==> src/rtl/seven_seg_scan.sv <==
// Four-digit common-anode seven-segment scanner for the stopwatch BCD digits.
// Shadow-buffered frames, inter-digit ghost blanking, leading-zero blanking and flash.
module seven_seg_scan #(
    parameter int unsigned REFRESH_DIV  = 50000,
    parameter int unsigned BLANK_CYCLES = 500,
    parameter int unsigned FLASH_FRAMES = 125,
    parameter int unsigned LZB          = 1
) (
    input  logic       clk,
    input  logic       reset,
    input  logic [3:0] Minutes,
    input  logic [3:0] Tens_Seconds,
    input  logic [3:0] Ones_Seconds,
    input  logic [3:0] Tenths_Seconds,
    input  logic       flash_en,
    output logic [3:0] an,
    output logic [6:0] seg,
    output logic       dp,
    output logic       frame_tick
);

    localparam int unsigned CntW = $clog2(REFRESH_DIV);
    localparam int unsigned FrmW = (FLASH_FRAMES > 1) ? $clog2(FLASH_FRAMES) : 1;
    localparam logic [CntW-1:0] CntLast  = CntW'(REFRESH_DIV - 1);
    localparam logic [CntW-1:0] BlankEnd = CntW'(BLANK_CYCLES);
    localparam logic [FrmW-1:0] FrmLast  = FrmW'(FLASH_FRAMES - 1);

    if (REFRESH_DIV < 2) begin : g_bad_div
        $error("REFRESH_DIV must be at least 2");
    end
    if (BLANK_CYCLES >= REFRESH_DIV) begin : g_bad_blank
        $error("BLANK_CYCLES must be below REFRESH_DIV");
    end
    if (FLASH_FRAMES < 1) begin : g_bad_flash
        $error("FLASH_FRAMES must be at least 1");
    end

    logic [CntW-1:0]  cnt_q, cnt_d;
    logic [1:0]       sel_q, sel_d;
    logic [3:0][3:0]  shadow_q, shadow_d;
    logic [FrmW-1:0]  frm_q, frm_d;
    logic             phase_q, phase_d;
    logic [3:0]       an_q, an_d;
    logic [6:0]       seg_q, seg_d;
    logic             dp_q, dp_d;
    logic             tick_q, tick_d;

    logic             slot_end;
    logic             frame_end;
    logic [3:0]       digit;
    logic             lzb_blank;
    logic             visible;

    function automatic logic [6:0] decode(input logic [3:0] d);
        logic [6:0] s;
        case (d)
            4'd0:    s = 7'b1000000;
            4'd1:    s = 7'b1111001;
            4'd2:    s = 7'b0100100;
            4'd3:    s = 7'b0110000;
            4'd4:    s = 7'b0011001;
            4'd5:    s = 7'b0010010;
            4'd6:    s = 7'b0000010;
            4'd7:    s = 7'b1111000;
            4'd8:    s = 7'b0000000;
            4'd9:    s = 7'b0010000;
            default: s = 7'b0111111;
        endcase
        return s;
    endfunction

    assign slot_end  = (cnt_q == CntLast);
    assign frame_end = slot_end && (sel_q == 2'd3);

    // Scan timing, snapshot and flash phase
    always_comb begin
        cnt_d    = slot_end ? '0 : cnt_q + 1'b1;
        sel_d    = slot_end ? sel_q + 2'd1 : sel_q;
        shadow_d = shadow_q;
        tick_d   = frame_end;
        frm_d    = frm_q;
        phase_d  = phase_q;
        if (frame_end) begin
            shadow_d = {Minutes, Tens_Seconds, Ones_Seconds, Tenths_Seconds};
        end
        if (!flash_en) begin
            frm_d   = '0;
            phase_d = 1'b0;
        end else if (frame_end) begin
            if (frm_q == FrmLast) begin
                frm_d   = '0;
                phase_d = ~phase_q;
            end else begin
                frm_d = frm_q + 1'b1;
            end
        end
    end

    // Pin values for the current slot; registered below for a fixed one-cycle latency
    always_comb begin
        digit     = shadow_q[sel_q];
        lzb_blank = (LZB != 0) &&
                    (((sel_q == 2'd3) && (shadow_q[3] == 4'd0)) ||
                     ((sel_q == 2'd2) && (shadow_q[3] == 4'd0) && (shadow_q[2] == 4'd0)));
        visible   = (cnt_q >= BlankEnd) && !lzb_blank && !phase_q;
        an_d      = 4'b1111;
        seg_d     = 7'b1111111;
        dp_d      = 1'b1;
        if (visible) begin
            an_d[sel_q] = 1'b0;
            seg_d       = decode(digit);
            dp_d        = ~sel_q[0];
        end
    end

    always_ff @(posedge clk or posedge reset) begin
        if (reset) begin
            cnt_q    <= '0;
            sel_q    <= 2'd0;
            shadow_q <= '0;
            frm_q    <= '0;
            phase_q  <= 1'b0;
            an_q     <= 4'b1111;
            seg_q    <= 7'b1111111;
            dp_q     <= 1'b1;
            tick_q   <= 1'b0;
        end else begin
            cnt_q    <= cnt_d;
            sel_q    <= sel_d;
            shadow_q <= shadow_d;
            frm_q    <= frm_d;
            phase_q  <= phase_d;
            an_q     <= an_d;
            seg_q    <= seg_d;
            dp_q     <= dp_d;
            tick_q   <= tick_d;
        end
    end

    assign an         = an_q;
    assign seg        = seg_q;
    assign dp         = dp_q;
    assign frame_tick = tick_q;

endmodule

==> config.mk <==
export PLATFORM = sky130hd
export DESIGN_NAME = seven_seg_scan
export DESIGN_NICKNAME = d
export VERILOG_FILES = /design/src/rtl/seven_seg_scan.sv
export SDC_FILE = /design/constraint.sdc
export NUM_CORES = 1
export LEC_CHECK = 0
export ABC_CLOCK_PERIOD_IN_PS = 2250
export CORE_UTILIZATION = 50
export CTS_CLUSTER_SIZE = 24
export DETAILED_ROUTE_END_ITERATION = 10
export PLACE_DENSITY = 0.73
export SLEW_MARGIN = 20
export SYNTH_ARGS = -nofsm -noshare
export SYNTH_HDL_FRONTEND = slang
export SYNTH_SLANG_ARGS = --single-unit
==> constraint.sdc <==
create_clock -name clk -period 2.25 [get_ports clk]
set_clock_uncertainty 0.15 [all_clocks]
set_input_delay 0.3375 -clock clk [delete_from_list [all_inputs] [get_ports clk]]
set_output_delay 0.3375 -clock clk [all_outputs]
set_load 0.01 [all_outputs]
After elaboration in Yosys (flattened, before gate mapping)
Memory sizes are Yosys's and may differ from the RTL's.
Cells that the tools add are included.
W data, S select, Z words.
- $add $sub $neg: 3
- multiplexer cells: 14
- eq/ne operators: 6
- reduce and logical (&&, ||, !) cells: 13
- bitwise gates (word level): 3
- magnitude comparators: 3
- operators with widths (kind ; count):
    $mux W7 ; 4
    $add A16 B1 Y16 const B ; 1
    $eq A16 B16 Y1 const B ; 1
    $ge A16 B9 Y1 const B ; 1
    $mux W16 ; 1
    $bmux W4 S2 ; 1
    $logic_not A4 Y1 ; 2
    $mux W4 ; 2
    $add A7 B1 Y7 const B ; 1
    $eq A7 B7 Y1 const B ; 1
    $logic_and A1 B1 Y1 ; 7
    $mux W1 ; 5
    $eq A2 B2 Y1 const B ; 2
    $ne A2 B1 Y1 const B ; 2
    $not A4 Y4 ; 1
    $lt A2 B3 Y1 const B ; 1
    $add A2 B1 Y2 const B ; 1
    $demux W1 S2 ; 1
    $ge A2 B1 Y1 const B ; 1
    $logic_not A1 Y1 ; 2
    $not A1 Y1 ; 2
    $reduce_and A2 Y1 ; 1
    $logic_or A1 B1 Y1 ; 1
- logic and storage cells: 55
- bits in read-only memories: 112
- register bits after elaboration: 55
- memories kept: 1
- output and inout port bits: 13
- memories (name ; words ; width ; read ports ; clocked after Yosys merged registers in ; wr ports ; line ; text):
    (name not given) ; 16 ; 7 ; 1 ; 0 ; 0 ; 56 ; case (d)

Depth between registers and ports, before layout
- depth after elaboration: 8
- gate-level depth with buffers: 8
- depth with buffers taken out: 7

Worst setup path after synthesis
OpenSTA, ideal clock, no wires.
- kind: flip-flop to flip-flop
- from: register cnt_q[12]
- to: register shadow_q[0] (netlist bit)
- data arrival time: 2173 ps
- clock period less this slack: 2448 ps
- slack: -198 ps
- buffers on the path: 1
- cell stages (with the launch flop): 6
- cell sequence: dfrtp_1 -> or4_4 -> or4_4 -> nor2_8 -> buf_12 -> mux2_4
- cells in the longest elaborated chain, start to end: 2
- ends and longest elaborated chain (element ; line ; text):
    start: declaration ; 38 ; logic [CntW-1:0] cnt_q, cnt_d;
    start signal: assignment ; 128 ; cnt_q <= cnt_d;
    $eq A16 B16 Y1 ; 72 ; assign slot_end = (cnt_q == CntLast);
    $logic_and A1 B1 Y1 ; 73 ; assign frame_end = slot_end && (sel_q == 2'd3);
    end signal: assignment ; 130 ; shadow_q <= shadow_d;
    end: declaration ; 40 ; logic [3:0][3:0] shadow_q, shadow_d;
Every way passes these cells.
A chain may end at the register's enable or synchronous reset.

Worst setup path in the final report
- from: register cnt_q[7]
- to: register shadow_q[14] (netlist bit)
The elaborated chain is that of the path after synthesis.

==> out/metrics.yaml <==
power_and_ir_drop:
  p_per_area_nw_per_um2: 467
  finalPower_mw: 1.69
  ir_drop_uv: 328
  power_leakage_nw: 1.61
routing:
  drt_iter0_drc: 92
  drt_pass1_iterations: 4
  ant_nets: 0
  drc: 0
  vias: 2053
  viasPerCell: 5.43
  wirelength_um: 5490
  wl_per_cell_um: 14.5
cells_and_area:
  area_growth_pct: 32.1
  finish.utilization: 0.696
  stdcell_area_um2: 3620
  fin_cells: 378
  final_common_cell: "dfrtp_1"
  diodes: 0
  final_cell_mix: "dfrtp_1, buf_4, clkdlybuf4s50_1, nor2_1, nand2_1"
  fin_nets: 339
  drive_gt1_frac: 0.321
floorplanning:
  die-area_um2: 5780
  fp.dieH_um: 76.0
  fp.dieW_um: 76.0
  io_pins: 32
  fp.coreArea_um2: 5200
  rows: 26
  start_util: 0.526
timing:
  fmax_mhz: 417
  slew_viol_final: 0
  timing.final.ws_setup_ns: -0.149
  finalHoldViolations: 0
  finalCritPeriodShare: 1.07
  fin_tns_setup_ns: -2.01
  rsz0062_at_grt: "true"
  worstMarginPinSlew_ns: 0.555
  max_slew_margin: 0.627
  timing.hold.ws_ns: 0.165
  final-setup-viol-count: 16
  min_period_ns: 2.40
clocking:
  cts_tree: "built"
  cts.path.max_buffers: 2
  clkTransAtPathRegs_ns: 0.09
  cts_made_buffers: 5
  clkLatencyLatePin_ns: 0.31
  clock_sinks: 55
  cts-root-buf: "clkbuf_8"
  htreeDepth: 2
place:
  post-dp-hpwl_um: 3800
  dp_cells: 359
  routabilityCongestion: 0.801
  dpl_cell_area_um2: 3350
  pre_cts_ws_ns: -0.141
  port-buffer-count: 31
critical_path:
  worstPathArrival_ns: 2.45
  critPathMaxFanout: 13
  crit_slowest_cell: "or4_4"
  criticalPathCategory: "register to register"
  slowest_delay_ns: 0.60
  crit_path_start_kind: "register"
  critPathRequiredTime_ns: 2.30
  endpoint_kind: "register"
  crit_chain: "or4bb_1 > or4_4 > nor2_8 > buf_12 > mux2_2"
grt:
  antenna_found_initial: 0
  grt.overflow.total: 0
  grt_pass1_wl_um: 9380
  grtUsageTotal: 0.204
  grt_max_degree: 40
  grt_pass1_vias: 2054
worst_hold_path:
  hold_class: "primary input to asynchronous set/reset pin"
synthesis:
  ys_ff_latch: 55
  synth_fp_nets: 267
  ys.flop_type: "dfrtp_1"
  synth_edf_count: 0
  postSynth.asyncResetShare: 1.00
  synthCells: 235
  syn_avg_cell_area_um2: 11.7
  ys_seq_area_frac: 0.508
  netlist_area_um2: 2740
  synth_top_area_cell: "dfrtp_1"
  post_synth_num_cell_types: 48
  synth_top_area_frac: 0.393
  synth_top_cells_by_area: "dfrtp_1, dfstp_2, ha_1, mux2_2, mux2_4"
  ys.warnings.count: 0
status:
  outcome: "finished, violations left"
  violations: "setup timing"
flow_run:
  drv_cap: 0
==> timing repair <==
item                       CTS  global route
pin swaps                    0             7
gates resized for setup      2            14
setup buffers                1            11
cloned                       0             1
setup endpoints to repair   23            23
hold buffers                 0             0
==> worst paths after layout <==
check                                     to  startpoint  cells past startpoint  slack (ns)
worst max register to register  shadow_q[14]    cnt_q[7]                      5       -0.15
worst min register to register      cnt_q[5]    cnt_q[5]                      1        0.38
worst min-delay path            shadow_q[12]       reset                      2        0.17
max in group asynchronous              an[0]       reset                      3        1.19
min in group clk                    cnt_q[5]    cnt_q[5]                      1        0.38
worst max-delay path            shadow_q[14]    cnt_q[7]                      5       -0.15
==> final cells by class <==
class / instances / area [um2]
clock buffer: 7 / 108
inverter: 14 / 52.6
clock inverter: 1 / 8.76
sequential: 55 / 1390
multi-input combinational: 159 / 1310
fill: 365 / 1580
tap: 70 / 87.6
timing repair buffer: 72 / 662
==> cell families after synthesis <==
| kind of cell | share of synthesized area |
|---|---|
| XOR/XNOR | 0.0384 |
| AND/OR/NAND/NOR | 0.158 |
| multiplexers | 0.116 |
| buffers and inverters | 0.0356 |
| flip-flops | 0.508 |
| adder cells (fa/ha/maj) | 0.0594 |
| AO/OA/AOI/OAI | 0.0854 |
==> metal layers <==
metal	vias up	part of all wire	GRT usage
li1	988	-	-
met1	1015	0.45	0.265
met2	38	0.50	0.343
met3	12	0.028	0.0383
met4	0	0.017	0.0750
met5	-	0	0
==> synthesized netlist by cell type (all sizes together) (4+ instances only) <==
cell type	instances
a21oi	10
dfstp	12
ha	13
dfrtp	43
mux4	4
xnor2	5
nor2	17
clkbuf	4
nand3	6
nand2	16
a31oi	4
xor2	7
mux2	17
nand4	4
o21ai	13
inv	14
nor3	4
==> critical path, delay by kind of cell (launching register included) <==
| family | cells | cell delay (ns) |
|---|---|---|
| flip-flops | 1 | 0.38 |
| multiplexers | 1 | 0.33 |
| AND/OR/NAND/NOR | 3 | 1.27 |
| buffers and inverters | 1 | 0.16 |
==> sequential cells by signal, indices dropped and copies added (netlist names) <==
register / cells
an: 4
cnt_q: 16
dp: 1
frame_tick: 1
frm_q: 7
phase_q: 1
seg: 7
sel_q: 2
shadow_q: 16
==> report_power, final <==
part	switching (mW)	leakage, nW	internal [mW]
Sequential	0.000000000000000266	0.713	0.989
Clock	0.322	0.0600	0.322
Combinational	0.0273	0.842	0.0316
(Power assumes the default switching activity.)
